File: src/rtl/branch_ctrl_if.sv
// Branch resolution bus between the ID stage and the branch controller.
interface branch_ctrl_if;
    logic        br_valid;
    logic [1:0]  br_type;
    logic        opnd_ready;
    logic        id_hold_ext;
    logic        cmp_eq;
    logic        cmp_ne;
    logic [31:0] rs_val;
    logic [31:0] target;
    logic        br_stall;
    logic        br_taken;
    logic [31:0] br_target;

    // ID stage side: presents the branch, receives stall/redirect.
    modport master (
        output br_valid, br_type, opnd_ready, id_hold_ext, cmp_eq, cmp_ne, rs_val, target,
        input  br_stall, br_taken, br_target
    );

    // Controller side.
    modport slave (
        input  br_valid, br_type, opnd_ready, id_hold_ext, cmp_eq, cmp_ne, rs_val, target,
        output br_stall, br_taken, br_target
    );
endinterface

File: src/rtl/branch_ctrl.sv
// Branch controller: resolves branches in ID with zero added latency once operands
// are forwarded, stalls while operands are pending, holds the decision while ID is
// frozen externally, and keeps branch/taken/stall statistics.
module branch_ctrl #(
    parameter int unsigned MAX_WAIT = 3,
    parameter int unsigned CNT_W    = 32
) (
    input  logic             clk,
    input  logic             reset,
    branch_ctrl_if.slave     bus,
    output logic             hazard_err,
    output logic [CNT_W-1:0] br_cnt,
    output logic [CNT_W-1:0] taken_cnt,
    output logic [CNT_W-1:0] stall_cnt
);
    localparam int unsigned WAIT_LIM = MAX_WAIT + 1;
    localparam int unsigned WCNT_W   = $clog2(WAIT_LIM + 1);
    localparam logic [WCNT_W-1:0] WAIT_LIM_W = WCNT_W'(WAIT_LIM);

    typedef enum logic [1:0] {
        IDLE = 2'd0,
        WAIT = 2'd1,
        HELD = 2'd2
    } state_t;

    state_t            state;
    logic [WCNT_W-1:0] wait_cnt;
    logic              held_cond;
    logic [31:0]       held_target;

    logic              cond;
    logic              resolve;
    logic              stall;
    logic [WCNT_W-1:0] wait_nxt;

    // Branch condition from comparator flags or the sign/zero of rs.
    always_comb begin
        cond = 1'b0;
        unique case (bus.br_type)
            2'b00: cond = bus.cmp_eq;
            2'b01: cond = bus.cmp_ne;
            2'b10: cond = bus.rs_val[31] | (bus.rs_val == 32'd0);
            2'b11: cond = ~bus.rs_val[31] & (bus.rs_val != 32'd0);
        endcase
    end

    // Output decode: stall while operands pending, redirect on resolve or while held.
    always_comb begin
        resolve       = 1'b0;
        stall         = 1'b0;
        bus.br_taken  = 1'b0;
        bus.br_target = 32'd0;
        case (state)
            IDLE, WAIT: begin
                if (bus.br_valid) begin
                    bus.br_target = bus.target;
                    if (bus.opnd_ready) begin
                        resolve      = 1'b1;
                        bus.br_taken = cond;
                    end else begin
                        stall = 1'b1;
                    end
                end
            end
            HELD: begin
                bus.br_taken  = held_cond;
                bus.br_target = held_target;
            end
            default: ;
        endcase
        bus.br_stall = stall;
    end

    // Next wait count: first pending cycle loads 1, then saturating increment.
    always_comb begin
        wait_nxt = WCNT_W'(1);
        if (state == WAIT) begin
            wait_nxt = (wait_cnt == WAIT_LIM_W) ? wait_cnt : wait_cnt + WCNT_W'(1);
        end
    end

    // State, wait tracking, latched decision, sticky error and statistics.
    always_ff @(posedge clk) begin
        if (reset) begin
            state       <= IDLE;
            wait_cnt    <= '0;
            held_cond   <= 1'b0;
            held_target <= 32'd0;
            hazard_err  <= 1'b0;
            br_cnt      <= '0;
            taken_cnt   <= '0;
            stall_cnt   <= '0;
        end else begin
            if (stall) begin
                stall_cnt <= stall_cnt + CNT_W'(1);
                if (wait_nxt == WAIT_LIM_W) begin
                    hazard_err <= 1'b1;
                end
            end
            if (resolve) begin
                br_cnt <= br_cnt + CNT_W'(1);
                if (cond) begin
                    taken_cnt <= taken_cnt + CNT_W'(1);
                end
            end
            case (state)
                IDLE, WAIT: begin
                    if (stall) begin
                        state    <= WAIT;
                        wait_cnt <= wait_nxt;
                    end else begin
                        wait_cnt <= '0;
                        if (resolve && bus.id_hold_ext) begin
                            state       <= HELD;
                            held_cond   <= cond;
                            held_target <= bus.target;
                        end else begin
                            // Plain resolve, idle, or squash of a pending branch.
                            state <= IDLE;
                        end
                    end
                end
                HELD: begin
                    if (!bus.id_hold_ext) begin
                        state <= IDLE;
                    end
                end
                default: state <= IDLE;
            endcase
        end
    end
endmodule

File: src/flat_wrapper.sv
// flat-port wrapper written by rule: the top's interface ports become plain ports
module branch_ctrl_flat 
#(
    parameter int unsigned MAX_WAIT = 3,
    parameter int unsigned CNT_W    = 32
)
  (clk, reset, hazard_err, br_cnt, taken_cnt, stall_cnt, bus_br_valid, bus_br_type, bus_opnd_ready, bus_id_hold_ext, bus_cmp_eq, bus_cmp_ne, bus_rs_val, bus_target, bus_br_stall, bus_br_taken, bus_br_target);
  branch_ctrl_if bus_i ();
  input  logic clk;
  input  logic reset;
  output logic hazard_err;
  output logic [CNT_W-1:0] br_cnt;
  output logic [CNT_W-1:0] taken_cnt;
  output logic [CNT_W-1:0] stall_cnt;
  input wire logic [$bits(bus_i.br_valid)-1:0] bus_br_valid;
  input wire logic [$bits(bus_i.br_type)-1:0] bus_br_type;
  input wire logic [$bits(bus_i.opnd_ready)-1:0] bus_opnd_ready;
  input wire logic [$bits(bus_i.id_hold_ext)-1:0] bus_id_hold_ext;
  input wire logic [$bits(bus_i.cmp_eq)-1:0] bus_cmp_eq;
  input wire logic [$bits(bus_i.cmp_ne)-1:0] bus_cmp_ne;
  input wire logic [$bits(bus_i.rs_val)-1:0] bus_rs_val;
  input wire logic [$bits(bus_i.target)-1:0] bus_target;
  output wire logic [$bits(bus_i.br_stall)-1:0] bus_br_stall;
  output wire logic [$bits(bus_i.br_taken)-1:0] bus_br_taken;
  output wire logic [$bits(bus_i.br_target)-1:0] bus_br_target;
  assign bus_i.br_valid = bus_br_valid;
  assign bus_i.br_type = bus_br_type;
  assign bus_i.opnd_ready = bus_opnd_ready;
  assign bus_i.id_hold_ext = bus_id_hold_ext;
  assign bus_i.cmp_eq = bus_cmp_eq;
  assign bus_i.cmp_ne = bus_cmp_ne;
  assign bus_i.rs_val = bus_rs_val;
  assign bus_i.target = bus_target;
  assign bus_br_stall = bus_i.br_stall;
  assign bus_br_taken = bus_i.br_taken;
  assign bus_br_target = bus_i.br_target;
  branch_ctrl #(.MAX_WAIT(MAX_WAIT), .CNT_W(CNT_W)) u_core (.clk(clk), .reset(reset), .bus(bus_i), .hazard_err(hazard_err), .br_cnt(br_cnt), .taken_cnt(taken_cnt), .stall_cnt(stall_cnt));
endmodule
File: config.mk
export PLATFORM = sky130hd
export DESIGN_NAME = branch_ctrl_flat
export DESIGN_NICKNAME = d
export VERILOG_FILES = /design/src/rtl/branch_ctrl_if.sv /design/src/rtl/branch_ctrl.sv /design/src/flat_wrapper.sv
export SDC_FILE = /design/constraint.sdc
export NUM_CORES = 1
export LEC_CHECK = 0
export CAP_MARGIN = 20
export CELL_PAD_IN_SITES_DETAIL_PLACEMENT = 0
export CELL_PAD_IN_SITES_GLOBAL_PLACEMENT = 1
export CORE_UTILIZATION = 34
export DETAILED_ROUTE_END_ITERATION = 10
export GPL_ROUTABILITY_DRIVEN = 1
export GPL_TIMING_DRIVEN = 1
export PLACE_DENSITY_LB_ADDON = 0.1
export SYNTH_ARGS = -nofsm -noshare
export SYNTH_HDL_FRONTEND = slang
export SYNTH_SLANG_ARGS = --single-unit
File: constraint.sdc
create_clock -name clk -period 3.1 [get_ports clk]
set_clock_uncertainty 0.05 [all_clocks]
set_input_delay 0.775 -clock clk [delete_from_list [all_inputs] [get_ports clk]]
set_output_delay 0.775 -clock clk [all_outputs]
set_load 0.01 [all_outputs]
==> summary.md, run 1 <==
| Metric | Value |
|---|---|
| Die Ht | `141 um` |
| Clock Latency Late Sink | `0.42 ns` |
| Commonest cells post-synth | `dfxtp_1 (135), nand2_1 (94), a21oi_1 (84), nor2_1 (76), nand3_1 (37)` |
| TritonCTS clock tree | `done` |
| Startpoint Class | `input pin` |
| Starting density of the core | `34.9%` |
| DR iter-0 viols | `250` |
| # DRC | `0` |
| N_diodes | `0` |
| Max FO, Critical Path | `2` |
| Total Routed Length | `19000 um` |
| Power after layout | `4340 uW` |
| TritonCTS buffer count | `17` |
| Top Ports | `204` |
| Critical path endpoint category | `output port` |
| Seq/Total Area, Yosys | `41.0%` |
| Failing checks | `negative setup slack` |
| Core area | `18900 sq um` |
| Mapped Cells | `791` |
| Clk sink count | `135` |
| Warning count from the yosys run | `0` |
| Layout area overhead | `48.9%` |
| Via/cell ratio | `5.00` |
| Peak supply drop | `0.359 mV` |
| Worst-margin pin slew | `0.653 ns` |
| Crit-path slowest cell | `or4_4` |
| Cells along the critical path | `clkbuf_2, nor4_2, nand4_2, or4_4, a32oi_4, buf_6` |
| Final HPWL DP | `12800 um` |
| Hold Vio Cnt, Final | `0` |
| Nets@finish | `1090` |
| H-tree depth | `4` |
| R2R Setup Slk | `0.91 ns` |
| Yosys top cell by area | `dfxtp_1` |
| TritonRoute pass-1 iters | `4` |
| Final Critical Period | `3.13 ns` |
| Top_reg_cell synth | `dfxtp_1` |
| Dpl cell area | `9140 sq um` |
| Lkg Pwr | `0.00352 uW` |
| Maximum clock path buffer count | `2` |
| RSZ-0062 raised after global routing | `true` |
| Layout cell share with drive strength beyond 1 | `14.6%` |
| Fill count | `1882` |
| HP Class | `reg -> reg` |
| R2R depth | `6` |
| Number of max-cap violations | `0` |
| Clk slew on worst S/H paths | `0.06 ns` |
| Yosys reg bits | `135` |
| WS Path Type | `in -> out` |
| Worst setup endpoint | `bus_br_taken` |
| Global-route wire length before repair | `30900 um` |
| Pwr/cell area | `441 nW/um^2` |
| Critical Path AT | `2.31 ns` |
| Total GRT Usage | `19.3%` |
| Multi-input logic area | `3720 sq um` |
| Asr flop ratio synth | `0%` |
| Remaining Overflow, GRT | `0` |
| Vias in the first global route | `5984` |
| Number of synthesized flops with an enable pin | `0` |
| Total number of vias | `6429` |
| Fin area | `9820 sq um` |
| Die area | `20000 sq um` |
| Final worst-path setup slack | `-0.0328 ns` |
| Hold-fix buffers, CTS | `0` |
| Initial antenna violation count | `0` |
| Largest net degree at the start of global routing | `48` |
| Top cells by area, synth | `dfxtp_1 (41%), a21oi_1 (6.4%), nand2_1 (5.3%), mux2_2 (4.4%), nor2_1 (4.3%)` |
| Syn_nets | `869` |
| Period utilization | `101%` |
| Worst R2R Start | `u_core.taken_cnt[3]` |
| Outcome | `finished, violations left` |
| Fmax | `0.319 GHz` |
| Synth cell types | `48` |
| Max stage delay on crit path | `0.54 ns` |
| Syn_area_per_cell | `8.34 sq um` |
| Routed length per instance | `14.8 um` |
| Antenna Violating Nets Remaining | `0` |
| DIE WIDTH | `141 um` |
| Row count | `50` |
| Reg2reg end | `u_core.taken_cnt[26]` |
| Sequential Area | `2700 sq um` |
| Clock root cell | `clkbuf_16` |
| Count leader, synth | `dfxtp_1` |
| Fin. max-slew vios | `0` |
| Post-synth top area share | `41.0%` |
| Slew headroom | `56.4%` |
| Syn Std Cell Area | `6600 sq um` |
| WP data required | `2.27 ns` |
| Crit path launch | `bus_rs_val[5]` |
| Final Setup Violations | `1` |
| Global placement routability congestion | `0.728` |
| Port bufs | `203` |
[power breakdown]
part	leakage [uW]	internal, uW	switching, uW
clock	0.000305	1380	823
sequential	0.00109	1760	16.6
combinational	0.00213	190	172
total	0.00352	3320	1010
[state kept, by name, indices dropped and copies added (netlist names)]
register,cells
u_core.hazard_err,1
u_core.held_cond,1
u_core.wait_cnt,3
u_core.stall_cnt,32
u_core.br_cnt,32
u_core.held_target,32
u_core.state,2
u_core.taken_cnt,32
[placed cells by master, fill, tap and decap left out, types with 21 or more instances in the layout]
cell type / n
clkdlybuf4s50_1: 131
clkbuf_2: 22
nor2_1: 76
dfxtp_1: 135
o21ai_0: 21
buf_4: 40
nand2_1: 94
nand3_1: 37
mux2_2: 26
a22o_1: 32
a21oi_1: 84
clkdlybuf4s15_1: 24
nor2b_1: 26
nand4_1: 26
[metrics by stage]
step | instances | hold slack [ns] | util, % | setup TNS (ns) | worst slack [ns]
2_1_floorplan | 791 | 0.386 | - | 0 | 0.0359
3_3_place_gp | 1248 | 0.386 | 48.4 | -10.54 | -0.921
3_5_place_dp | 1248 | 0.395 | 48.4 | -10.71 | -0.930
4_1_cts | 1285 | 0.406 | 52.0 | -0.214 | -0.214
5_1_grt | 1285 | 0.422 | 52.0 | -0.106 | -0.106
6_report | 1285 | 0.401 | 52.0 | -0.0328 | -0.0328
[worst min-delay path by stage]
stage                      startpoint                      to  slack (ns)  cells after the start
4_1_cts        u_core.held_target[18]  u_core.held_target[18]        0.41                      2
3_3_place_gp        u_core.hazard_err       u_core.hazard_err        0.39                      2
6_report            u_core.hazard_err       u_core.hazard_err        0.40                      2
5_1_grt        u_core.held_target[18]  u_core.held_target[18]        0.42                      2
2_1_floorplan   u_core.held_target[0]   u_core.held_target[0]        0.39                      2
3_5_place_dp        u_core.hazard_err       u_core.hazard_err        0.39                      2
[critical path, delay by kind of cell]
| family | cells | cell delay [ns] |
|---|---|---|
| compound gates | 1 | 0.26 |
| buf+inv | 2 | 0.22 |
| simple gates | 3 | 1.04 |
[layout make-up]
type | count | share of cell area (%)
Multi-Input combinational cell | 592 | 37.9
Tap cell | 260 | 3.31
Sequential cell | 135 | 27.5
Clock inverter | 13 | 1.96
Inverter | 16 | 0.612
Clock buffer | 19 | 4.51
Timing Repair Buffer | 250 | 24.2
[per-layer routing]
layer | track usage [%] | routed length [um]
met2 | 30.4 | 8690
met3 | 6.41 | 1120
met4 | 5.32 | 231
met5 | 0 | 0
met1 | 25.1 | 8980
[what timing repair did]
action	CTS	global route
gates cloned	2	0
setup endpoints to repair	33	30
pin swaps	12	13
resized for setup	93	64
buffers inserted	3	0
[logic make-up after synthesis]
kind of cell    synth area share, %
simple gates                   27.6
compound gates                 16.4
flops                          41.0
buf+inv                        3.89
xor+xnor                       4.78
mux                            5.40
fa+ha+maj                     0.948
Power figures use the tool's default switching activity.
==> run 2, diff against run 1 <==
--- a/config.mk
+++ b/config.mk
@@ -12,6 +12,7 @@
 export DETAILED_ROUTE_END_ITERATION = 10
 export GPL_ROUTABILITY_DRIVEN = 1
 export GPL_TIMING_DRIVEN = 1
+export MAX_ROUTING_LAYER = met4
 export PLACE_DENSITY_LB_ADDON = 0.1
 export SYNTH_ARGS = -nofsm -noshare
 export SYNTH_HDL_FRONTEND = slang
==> run 2 against run 1 <==
The run still ends with negative setup slack left. Maximum frequency about the same. Power about the same. Design area unchanged. Largest power group unchanged. Combinational power about the same.
==> summary.md, run 2 (synthesis gave the netlist of run 1 again) <==
| Metric | Value |
|---|---|
| Hold slack | `0.401 ns` |
| Crit path launch | `bus_rs_val[5]` |
| Row count | `50` |
| TritonCTS clock tree | `done` |
| Worst setup endpoint | `bus_br_taken` |
| Via/cell ratio | `4.99` |
| Max stage delay on crit path | `0.54 ns` |
| Nets@finish | `1090` |
| DIE WIDTH | `141 um` |
| Remaining Overflow, GRT | `0` |
| # DRC | `0` |
| Setup tns final | `-0.0325 ns` |
| Startpoint Class | `input pin` |
| Vias in the first global route | `5993` |
| Buf/Inv on CP | `2` |
| Routed length per instance | `14.8 um` |
| Total number of vias | `6415` |
| Clock Latency Late Sink | `0.43 ns` |
| Slew headroom | `57.1%` |
| Fin. max-slew vios | `0` |
| WS Path Type | `in -> out` |
| Final Setup Violations | `1` |
| Final Critical Period | `3.13 ns` |
| Hold-fix buffers, CTS | `0` |
| Failing checks | `negative setup slack` |
| Worst path depth | `6` |
| Worst R2R Start | `u_core.taken_cnt[3]` |
| WP data required | `2.27 ns` |
| Pwr/cell area | `442 nW/um^2` |
| Total Routed Length | `19000 um` |
| Critical Path AT | `2.31 ns` |
| R2R depth | `6` |
| Peak supply drop | `0.361 mV` |
| H-tree depth | `4` |
| Outcome | `finished, violations left` |
| Die Ht | `141 um` |
| Reg2reg end | `u_core.taken_cnt[26]` |
| Dpl cell area | `9140 sq um` |
| Final HPWL DP | `12800 um` |
| Fmax | `0.319 GHz` |
| Critical path endpoint category | `output port` |
| Cell family with most CP delay | `simple AND/OR/NAND/NOR gates` |
| Clock root cell | `clkbuf_16` |
| Global placement routability congestion | `0.737` |
| Global-route wire length before repair | `30900 um` |
| Largest net degree at the start of global routing | `48` |
| Starting density of the core | `34.9%` |
| Most common cell after layout, fill and taps aside | `dfxtp_1` |
| RSZ-0062 raised after global routing | `true` |
| Most frequent cells in the layout | `dfxtp_1 (135), clkdlybuf4s50_1 (131), nand2_1 (94)` |
| Die area | `20000 sq um` |
| Clk slew on worst S/H paths | `0.06 ns` |
| Layout cell share with drive strength beyond 1 | `14.6%` |
| Antenna Violating Nets Remaining | `0` |
| N_diodes | `0` |
| Core area | `18900 sq um` |
| Worst hold path cell count | `2` |
| DR iter-0 viols | `261` |
| Hold Vio Cnt, Final | `0` |
| TritonCTS buffer count | `17` |
| R2R Setup Slk | `0.93 ns` |
| Crit-path slowest cell | `or4_4` |
| Layout area overhead | `48.9%` |
| Max FO, Critical Path | `2` |
| Port bufs | `203` |
| Total GRT Usage | `19.9%` |
| HP Class | `reg -> reg` |
| Maximum clock path buffer count | `2` |
| Initial antenna violation count | `0` |
| Clk sink count | `135` |
| Cells along the critical path | `clkbuf_2, nor4_2, nand4_2, or4_4, a32oi_4, buf_6` |
| Number of max-cap violations | `0` |
| Lkg Pwr | `0.00352 uW` |
| TritonRoute pass-1 iters | `4` |
| Top Ports | `204` |
| Period utilization | `101%` |
| Fin area | `9820 sq um` |
| Worst-margin pin slew | `0.641 ns` |
| Final worst-path setup slack | `-0.0325 ns` |
-- run 2: area by class of cell --
type	count	area (sq um)
clock inverter	13	193
inverter	16	60.1
clock buffer	19	443
multi-input combinational	592	3720
tap	260	325
fill	1882	9070
sequential	135	2700
timing repair buffer	250	2380
-- run 2: power by group --
part / total, uW / switching, uW / internal (uW)
logic: 362 / 172 / 190
registers: 1770 / 16.5 / 1760
clock network: 2200 / 825 / 1380
-- run 2: metrics by stage --
step           cells  setup WS, ns  utilization, %  power, uW
2_1_floorplan    791        0.0359               -       1950
3_3_place_gp    1248        -0.921            48.4       2180
3_5_place_dp    1248        -0.930            48.4       2180
4_1_cts         1285        -0.214            52.0       4390
5_1_grt         1285        -0.106            52.0       4510
6_report        1285       -0.0325            52.0       4340
-- run 2: worst min path at each step --
| stage | to | start |
|---|---|---|
| floorplan | u_core.held_target[0] | u_core.held_target[0] |
| global placement | u_core.hazard_err | u_core.hazard_err |
| detailed placement | u_core.hazard_err | u_core.hazard_err |
| CTS | u_core.held_target[18] | u_core.held_target[18] |
| global route | u_core.held_target[18] | u_core.held_target[18] |
| finish | u_core.hazard_err | u_core.hazard_err |
-- run 2: timing repair --
item,in CTS,in global routing
setup endpoints to repair,33,30
cloned,2,0
buffers inserted,3,0
gates resized for setup,93,64
pin swaps,12,13
-- run 2: worst min-delay path: stages (launching register included) --
cell	delay, ns
dfxtp_1	0.31
inv_1	0.05
a21oi_1	0.05
-- run 2: metal layers --
layer  GRT usage (%)  vias to the layer above  part of all wire (%)
met2            30.3                      135                    47
li1                -                     3283                     -
met4            5.32                        0                  0.94
met5               -                        -                     0
met3            5.47                       10                   4.5
met1            25.9                     2987                    48
